<file path="config.mk">
export PLATFORM = sky130hd
export DESIGN_NAME = hs_frame_parser_flat
export DESIGN_NICKNAME = d
export VERILOG_FILES = /design/src/rtl/hs_frame_parser_pkg.sv /design/src/rtl/hs_frame_parser_if.sv /design/src/rtl/hs_frame_parser_gap_timer.sv /design/src/rtl/hs_frame_parser.sv /design/src/flat_wrapper.sv
export SDC_FILE = /design/constraint.sdc
export NUM_CORES = 1
export LEC_CHECK = 0
export BUFFER_PORTS_ARGS = -buffer_cell sky130_fd_sc_hd__buf_2
export CAP_MARGIN = 20
export CELL_PAD_IN_SITES_DETAIL_PLACEMENT = 0
export CELL_PAD_IN_SITES_GLOBAL_PLACEMENT = 1
export CORE_MARGIN = 1
export CORE_UTILIZATION = 30
export CTS_BUF_LIST = sky130_fd_sc_hd__clkbuf_4 sky130_fd_sc_hd__clkbuf_8 sky130_fd_sc_hd__clkbuf_16
export DETAILED_ROUTE_END_ITERATION = 8
export GPL_TIMING_DRIVEN = 0
export PLACE_DENSITY_LB_ADDON = 0.2
export SLEW_MARGIN = 0
export SYNTH_ARGS = -nofsm -noshare
export SYNTH_HDL_FRONTEND = slang
export SYNTH_SLANG_ARGS = --single-unit
</file>
<file path="constraint.sdc">
create_clock -name i_clk100m -period 6.9 [get_ports i_clk100m]
set_input_delay 0.69 -clock i_clk100m [delete_from_list [all_inputs] [get_ports i_clk100m]]
set_output_delay 0.69 -clock i_clk100m [all_outputs]
set_load 0.005 [all_outputs]
</file>
<file path="src/rtl/hs_frame_parser_pkg.sv">
// hs_frame_pkg: sync bytes, FSM state encoding and verdict codes shared by the frame parser
package hs_frame_pkg;
    localparam logic [7:0] SYNC0 = 8'hEB;
    localparam logic [7:0] SYNC1 = 8'h90;
    typedef enum logic [2:0] {ST_HUNT, ST_SYNC1, ST_LEN, ST_PAYLOAD, ST_CSUM} state_t;
    typedef enum logic [1:0] {ERR_NONE, ERR_LEN, ERR_CSUM, ERR_GAP} err_t;
endpackage

</file>
<file path="src/rtl/hs_frame_parser_if.sv">
// hs_frame_parser_if: receive byte stream in, payload stream, verdict and status counters out
// slave  (parser): takes i_hs_data/i_hs_data_valid, drives o_pl_*, o_frame_*, o_err_code, o_*_cnt
// master (source): drives i_hs_*, observes everything else
interface hs_frame_parser_if;
    logic [7:0]  i_hs_data;
    logic        i_hs_data_valid;
    logic [7:0]  o_pl_data;
    logic        o_pl_valid;
    logic        o_pl_sop;
    logic        o_pl_eop;
    logic        o_frame_done;
    logic        o_frame_ok;
    logic [1:0]  o_err_code;
    logic [15:0] o_frame_cnt;
    logic [15:0] o_err_cnt;
    modport slave (
        input  i_hs_data, i_hs_data_valid,
        output o_pl_data, o_pl_valid, o_pl_sop, o_pl_eop,
        output o_frame_done, o_frame_ok, o_err_code, o_frame_cnt, o_err_cnt
    );
    modport master (
        output i_hs_data, i_hs_data_valid,
        input  o_pl_data, o_pl_valid, o_pl_sop, o_pl_eop,
        input  o_frame_done, o_frame_ok, o_err_code, o_frame_cnt, o_err_cnt
    );
endinterface

</file>
<file path="src/rtl/hs_frame_parser_gap_timer.sv">
// hs_gap_timer: counts idle cycles while enabled, pulses o_expire in the cycle the count would reach GAP_TO
// ports: i_clk100m/i_rst clock and sync reset, i_clear restart on a valid byte, i_enable count while mid-frame, o_expire abort pulse
module hs_gap_timer #(
    parameter int GAP_TO = 16
) (
    input  logic i_clk100m,
    input  logic i_rst,
    input  logic i_clear,
    input  logic i_enable,
    output logic o_expire
);
    logic [7:0] r_cnt;
    // a valid byte in the would-be expiry cycle wins, so i_clear masks the pulse
    assign o_expire = i_enable && !i_clear && r_cnt == 8'(GAP_TO - 1);
    always_ff @(posedge i_clk100m)
        r_cnt <= (i_rst || i_clear || !i_enable || o_expire) ? 8'd0 : r_cnt + 8'd1;
endmodule

</file>
<file path="src/rtl/hs_frame_parser.sv">
// hs_frame_parser: hunts EB 90 sync, parses LEN/payload/checksum, streams payload and reports per-frame verdicts
// ports: i_clk100m clock, i_rst sync active-high reset, bus (slave) byte input, payload stream, verdict, saturating counters
module hs_frame_parser
    import hs_frame_pkg::*;
#(
    parameter int          MAX_LEN = 200,
    parameter int          GAP_TO  = 16,
    parameter logic [15:0] CNT_MAX = 16'hFFFF
) (
    input  logic            i_clk100m,
    input  logic            i_rst,
    hs_frame_parser_if.slave bus
);
    localparam logic [7:0] LP_MAX_LEN = 8'(MAX_LEN);
    state_t      r_state, w_nxt;
    err_t        w_err;
    logic [7:0]  r_len, r_cnt, r_sum, r_pl_data;
    logic [1:0]  r_err;
    logic [15:0] r_frame_cnt, r_err_cnt;
    logic        r_pl_valid, r_sop, r_eop, r_done, r_ok;
    logic        w_v, w_expire, w_last, w_pl, w_sop, w_eop, w_len_bad, w_csum, w_ok, w_done;
    logic [7:0]  w_d;
    assign w_v = bus.i_hs_data_valid;
    assign w_d = bus.i_hs_data;
    assign w_last = r_cnt == r_len - 8'd1;
    hs_gap_timer #(.GAP_TO(GAP_TO)) u_gap (
        .i_clk100m(i_clk100m),
        .i_rst(i_rst),
        .i_clear(w_v),
        .i_enable(r_state != ST_HUNT),
        .o_expire(w_expire)
    );
    always_ff @(posedge i_clk100m)
        r_state <= i_rst ? ST_HUNT : w_nxt;
    always_comb begin
        w_nxt = r_state;
        if (w_expire)
            w_nxt = ST_HUNT;
        else if (w_v)
            case (r_state)
                ST_HUNT:    w_nxt = (w_d == SYNC0) ? ST_SYNC1 : ST_HUNT;
                ST_SYNC1:   w_nxt = (w_d == SYNC1) ? ST_LEN : (w_d == SYNC0) ? ST_SYNC1 : ST_HUNT;
                ST_LEN:     w_nxt = w_len_bad ? ST_HUNT : ST_PAYLOAD;
                ST_PAYLOAD: w_nxt = w_last ? ST_CSUM : ST_PAYLOAD;
                default:    w_nxt = ST_HUNT;
            endcase
    end
    always_comb begin
        w_pl      = w_v && r_state == ST_PAYLOAD;
        w_sop     = w_pl && r_cnt == 8'd0;
        w_eop     = w_pl && w_last;
        w_len_bad = w_v && r_state == ST_LEN && (w_d == 8'd0 || w_d > LP_MAX_LEN);
        w_csum    = w_v && r_state == ST_CSUM;
        w_ok      = w_csum && w_d == r_sum;
        w_done    = w_len_bad || w_csum || w_expire;
        w_err     = w_len_bad ? ERR_LEN : (w_csum && !w_ok) ? ERR_CSUM : w_expire ? ERR_GAP : ERR_NONE;
    end
    always_ff @(posedge i_clk100m) begin
        if (i_rst) begin
            {r_len, r_cnt, r_sum, r_pl_data} <= '0;
            {r_pl_valid, r_sop, r_eop, r_done, r_ok, r_err} <= '0;
            {r_frame_cnt, r_err_cnt} <= '0;
        end else begin
            r_pl_data  <= w_pl ? w_d : 8'h00;
            r_pl_valid <= w_pl;
            r_sop      <= w_sop;
            r_eop      <= w_eop;
            r_done     <= w_done;
            r_ok       <= w_ok;
            r_err      <= w_err;
            // a bad LEN byte also lands here but the frame is dropped, so the stale values never matter
            if (w_v && r_state == ST_LEN) begin
                r_len <= w_d;
                r_sum <= w_d;
                r_cnt <= 8'd0;
            end
            if (w_pl) begin
                r_sum <= r_sum + w_d;
                r_cnt <= r_cnt + 8'd1;
            end
            if (w_done && w_ok && r_frame_cnt != CNT_MAX)
                r_frame_cnt <= r_frame_cnt + 16'd1;
            if (w_done && !w_ok && r_err_cnt != CNT_MAX)
                r_err_cnt <= r_err_cnt + 16'd1;
        end
    end
    assign bus.o_pl_data    = r_pl_data;
    assign bus.o_pl_valid   = r_pl_valid;
    assign bus.o_pl_sop     = r_sop;
    assign bus.o_pl_eop     = r_eop;
    assign bus.o_frame_done = r_done;
    assign bus.o_frame_ok   = r_ok;
    assign bus.o_err_code   = r_err;
    assign bus.o_frame_cnt  = r_frame_cnt;
    assign bus.o_err_cnt    = r_err_cnt;
endmodule

</file>
<file path="src/flat_wrapper.sv">
// flat-port wrapper written by rule: the top's interface ports become plain ports
module hs_frame_parser_flat import hs_frame_pkg::*;
#(
    parameter int          MAX_LEN = 200,
    parameter int          GAP_TO  = 16,
    parameter logic [15:0] CNT_MAX = 16'hFFFF
)
  (i_clk100m, i_rst, bus_i_hs_data, bus_i_hs_data_valid, bus_o_pl_data, bus_o_pl_valid, bus_o_pl_sop, bus_o_pl_eop, bus_o_frame_done, bus_o_frame_ok, bus_o_err_code, bus_o_frame_cnt, bus_o_err_cnt);
  hs_frame_parser_if bus_i ();
  input  logic i_clk100m;
  input  logic i_rst;
  input wire logic [$bits(bus_i.i_hs_data)-1:0] bus_i_hs_data;
  input wire logic [$bits(bus_i.i_hs_data_valid)-1:0] bus_i_hs_data_valid;
  output wire logic [$bits(bus_i.o_pl_data)-1:0] bus_o_pl_data;
  output wire logic [$bits(bus_i.o_pl_valid)-1:0] bus_o_pl_valid;
  output wire logic [$bits(bus_i.o_pl_sop)-1:0] bus_o_pl_sop;
  output wire logic [$bits(bus_i.o_pl_eop)-1:0] bus_o_pl_eop;
  output wire logic [$bits(bus_i.o_frame_done)-1:0] bus_o_frame_done;
  output wire logic [$bits(bus_i.o_frame_ok)-1:0] bus_o_frame_ok;
  output wire logic [$bits(bus_i.o_err_code)-1:0] bus_o_err_code;
  output wire logic [$bits(bus_i.o_frame_cnt)-1:0] bus_o_frame_cnt;
  output wire logic [$bits(bus_i.o_err_cnt)-1:0] bus_o_err_cnt;
  assign bus_i.i_hs_data = bus_i_hs_data;
  assign bus_i.i_hs_data_valid = bus_i_hs_data_valid;
  assign bus_o_pl_data = bus_i.o_pl_data;
  assign bus_o_pl_valid = bus_i.o_pl_valid;
  assign bus_o_pl_sop = bus_i.o_pl_sop;
  assign bus_o_pl_eop = bus_i.o_pl_eop;
  assign bus_o_frame_done = bus_i.o_frame_done;
  assign bus_o_frame_ok = bus_i.o_frame_ok;
  assign bus_o_err_code = bus_i.o_err_code;
  assign bus_o_frame_cnt = bus_i.o_frame_cnt;
  assign bus_o_err_cnt = bus_i.o_err_cnt;
  hs_frame_parser #(.MAX_LEN(MAX_LEN), .GAP_TO(GAP_TO), .CNT_MAX(CNT_MAX)) u_core (.i_clk100m(i_clk100m), .i_rst(i_rst), .bus(bus_i));
endmodule
</file>
==> results.toml <==
[outcome]
status = "finished, final reports clean"

[synthesis]
synth_cells = 490
synth-edff-count = 0
synthTopCellsByCount = "dfxtp_1 (82), nor2_1 (61), nand2_1 (42)"
syn_area_um2 = 4134
ys_warn_count = 0
post_synth_num_cell_types = 63
ys_ff_latch = 82
synth_most_common_cell = "dfxtp_1"
synth.top_cell.area_share_pct = 39.71
synth_top_cell_by_area = "dfxtp_1"
synth_ff_type = "dfxtp_1"
synth.net_count = 515
yosysSeqAreaShare_pct = 39.71
async_flop_share_pct = 0
syn_area_per_cell_um2 = 8.437
synthTopCellsByArea = "dfxtp_1 (40%), nor2_1 (5.5%), xnor2_1 (4.7%), ha_1 (3.9%), nand2_1 (3.8%)"

[sta]
tns_ns = 0
max-slew-margin-rel_pct = 56.80
fin_crit_ns = 2.818
finalSetupViolCount = 0
slew_viol_final = 0
finClkSkew_ns = 0.005726
timing.final.crit_share_pct = 40.84
worst_pin_slew_ns = 0.6480
max_freq_mhz = 354.9
rsz0062_at_grt = "no"
hold_viol_final = 0

[grt]
grt_pass1_vias = 3645
grt_pass1_wl_um = 18260
grt_max_degree = 13
grt_usage_pct = 16.40
antenna_found_initial = 0
grt_remaining_overflow = 0

[layout]
nets = 581
multiInputGateArea_um2 = 2315
antennaDiodeCount = 0
regArea_um2 = 1642
layout-drive-gt1-share_pct = 16.22
fill_cells = 1456
area_growth_pct = 19.49
final_core_utilization_pct = 37.01

[worst_hold_path]
min_from = "u_core.u_gap.r_cnt[0]$_SDFF_PP0_"
hold_path.class = "flop to flop"
min_to = "u_core.u_gap.r_cnt[0]$_SDFF_PP0_"
holdPathStages = 1

[clock_network]
clock-sinks = 82
cts-root-buf = "clkbuf_16"
ctsHoldBuffers = 0
cts_setup_buffers = 0
clk-insertion-delay-late_ns = 0.35
numCtsBuffers = 9
cts_tree = "built"
clk_pin_slew_ns = 0.06
cts_resized = 0
clockBufferDepth = 2
htreeDepth = 3

[power_and_ir_drop]
seqPwrFrac_pct = 47.1
ir_drop_v = 0.0001317
p_per_area_nw_per_um2 = 203.6
p_leak_nw = 1.936
p_switching_mw = 0.2124
pwr-share-clk_pct = 49.9
internal_power_mw = 0.7935
p_sw_share_pct = 21.12
combPwrFrac_pct = 3.0

[detailed_routing]
vias = 3612
finalWirelength_um = 10710
drtIter0Drc = 163
ant_nets = 0
viasPerCell = 4.901
wire_per_inst_um = 14.53
drtPass1Iterations = 5
drc = 0

[setup_path]
cp-end-kind = "flop"
r2r_setup_slack_ns = 4.29
worstPathArrival_ns = 3.03
worstPathRequired_ns = 7.11
startpoint = "bus_i_hs_data[5]"
path_cells = "buf_2, ha_1, nor4_1, nand4_2, or3_1, buf_2, nor3_1, xnor2_1, nor2_1"
critPathMaxStageDelay_ns = 0.45
cp_max_fo = 9
reg2reg_depth = 9
cp-start-kind = "primary input"
worstSetupPathType = "primary input to flop"
rr_endpoint = "u_core.r_state[0]$_SDFFE_PP0P_"
r2r-start = "u_core.r_len[0]$_SDFFE_PP0P_"
crit_path_frequent_cell = "buf_2"
cp_num_buf_inv = 2
cpLargestDelayFamily = "simple AND/OR/NAND/NOR gates"
cp_slowest_cell = "or3_1"

[placed_design]
io_buffers = 55
dpl.hpwl_um = 7811
globalplace.congestion = 0.7979

[run]
maxCapViolations = 0

[die]
die_area_um2 = 14250
num_io_pins = 58
die_w_um = 119.4
die_h_um = 119.4
start_util_pct = 30.97
rows = 42
core_um2 = 13350
[routing by layer]
layer / up-vias / track usage [%] / part of all wire, %
li1: 1862 / - / -
met1: 1676 / 20.72 / 49
met2: 61 / 26.78 / 45
met3: 13 / 4.646 / 4.3
met4: 0 / 5.391 / 1.5
met5: - / 0 / 0
[power by group through the flow]
| stage | clock, mW | combinational [mW] | sequential [mW] |
|---|---|---|---|
| detailed placement | 0 | 0.0312 | 0.484 |
| finish | 0.502 | 0.0307 | 0.473 |
| global route | 0.543 | 0.0344 | 0.473 |
| global placement | 0 | 0.0308 | 0.484 |
| floorplan | 0 | 0.0168 | 0.484 |
| CTS | 0.518 | 0.0312 | 0.473 |
[cell type report]
cell class / count / area share (%)
multi-input combinational: 365 / 46.86
sequential: 82 / 33.23
clock buffer: 14 / 5.572
timing repair buffer: 55 / 5.572
tap: 176 / 4.458
buffer: 24 / 2.153
inverter: 19 / 1.444
clock inverter: 2 / 0.7092
[registers in the layout, indices dropped and copies added, names as in the netlist, 2 cells and up]
name and cells:
u_core.bus.o_err_cnt 16, u_core.bus.o_pl_data 8, u_core.r_len 8, u_core.r_cnt 8
u_core.bus.o_frame_cnt 16, u_core.u_gap.r_cnt 8, u_core.r_state 3, u_core.bus.o_err_code 2
u_core.r_sum 8
[cell families after synthesis]
group | after synthesis | synth area share (%)
simple gates | 218 | 27.39
compound gates | 88 | 14.41
flops | 82 | 39.71
buf+inv | 43 | 4.297
xor+xnor | 39 | 8.263
fa+ha+maj | 14 | 4.419
mux | 6 | 1.513
[worst register-to-register path, cell delays in order (launching register included)]
cell and delay (ns):
dfxtp_1 0.44, inv_1 0.07, ha_1 0.19, clkbuf_1 0.20
o21ba_2 0.24, a221oi_1 0.29, a41oi_1 0.07, nor3_1 0.49
a31oi_1 0.23, a22o_1 0.28
[stage by stage]
step           setup slack [ns]  std cells  hold WS (ns)  total power [mW]  area [um2]
5_1_grt                   3.812        737        0.4723             1.050        4940
4_1_cts                   4.096        737        0.4559             1.023        4940
3_3_place_gp              3.748        721        0.4228            0.5147        4629
6_report                  4.082        737        0.4533             1.006        4940
3_5_place_dp              3.719        721        0.4461            0.5151        4629
2_1_floorplan             4.215        490        0.4132            0.5007        4134
[how the worst max path moves through the flow]
stage | endpoint | depth (start not counted)
3_5_place_dp | u_core.bus.o_frame_cnt[13]$_SDFFE_PP0P_ | 9
6_report | u_core.bus.o_frame_cnt[15]$_SDFFE_PP0P_ | 9
5_1_grt | u_core.bus.o_frame_cnt[15]$_SDFFE_PP0P_ | 9
2_1_floorplan | u_core.bus.o_frame_cnt[13]$_SDFFE_PP0P_ | 8
3_3_place_gp | u_core.bus.o_frame_cnt[15]$_SDFFE_PP0P_ | 9
4_1_cts | u_core.bus.o_frame_cnt[13]$_SDFFE_PP0P_ | 9
[cells in the final DEF (no fill, tap or decap), drive strengths merged, types with 3 or more instances in the layout]
cell / synthesis / routed
a211oi: 9 / 9
a21o: 4 / 4
a21oi: 27 / 27
a22oi: 3 / 3
a311oi: 3 / 3
a31oi: 3 / 3
and2: 11 / 11
and3: 5 / 5
and4: 3 / 3
buf: 8 / 63
clkbuf: 16 / 30
dfxtp: 82 / 82
ha: 13 / 13
inv: 18 / 18
mux2i: 4 / 4
nand2: 42 / 42
nand3: 17 / 17
nand3b: 3 / 3
nand4: 11 / 11
nor2: 61 / 61
nor2b: 10 / 10
nor3: 22 / 22
nor4: 6 / 6
o211ai: 4 / 4
o21ai: 16 / 16
or2: 3 / 3
or3: 9 / 9
or4: 7 / 7
xnor2: 22 / 22
xor2: 17 / 17
Power figures use the tool's default switching activity.
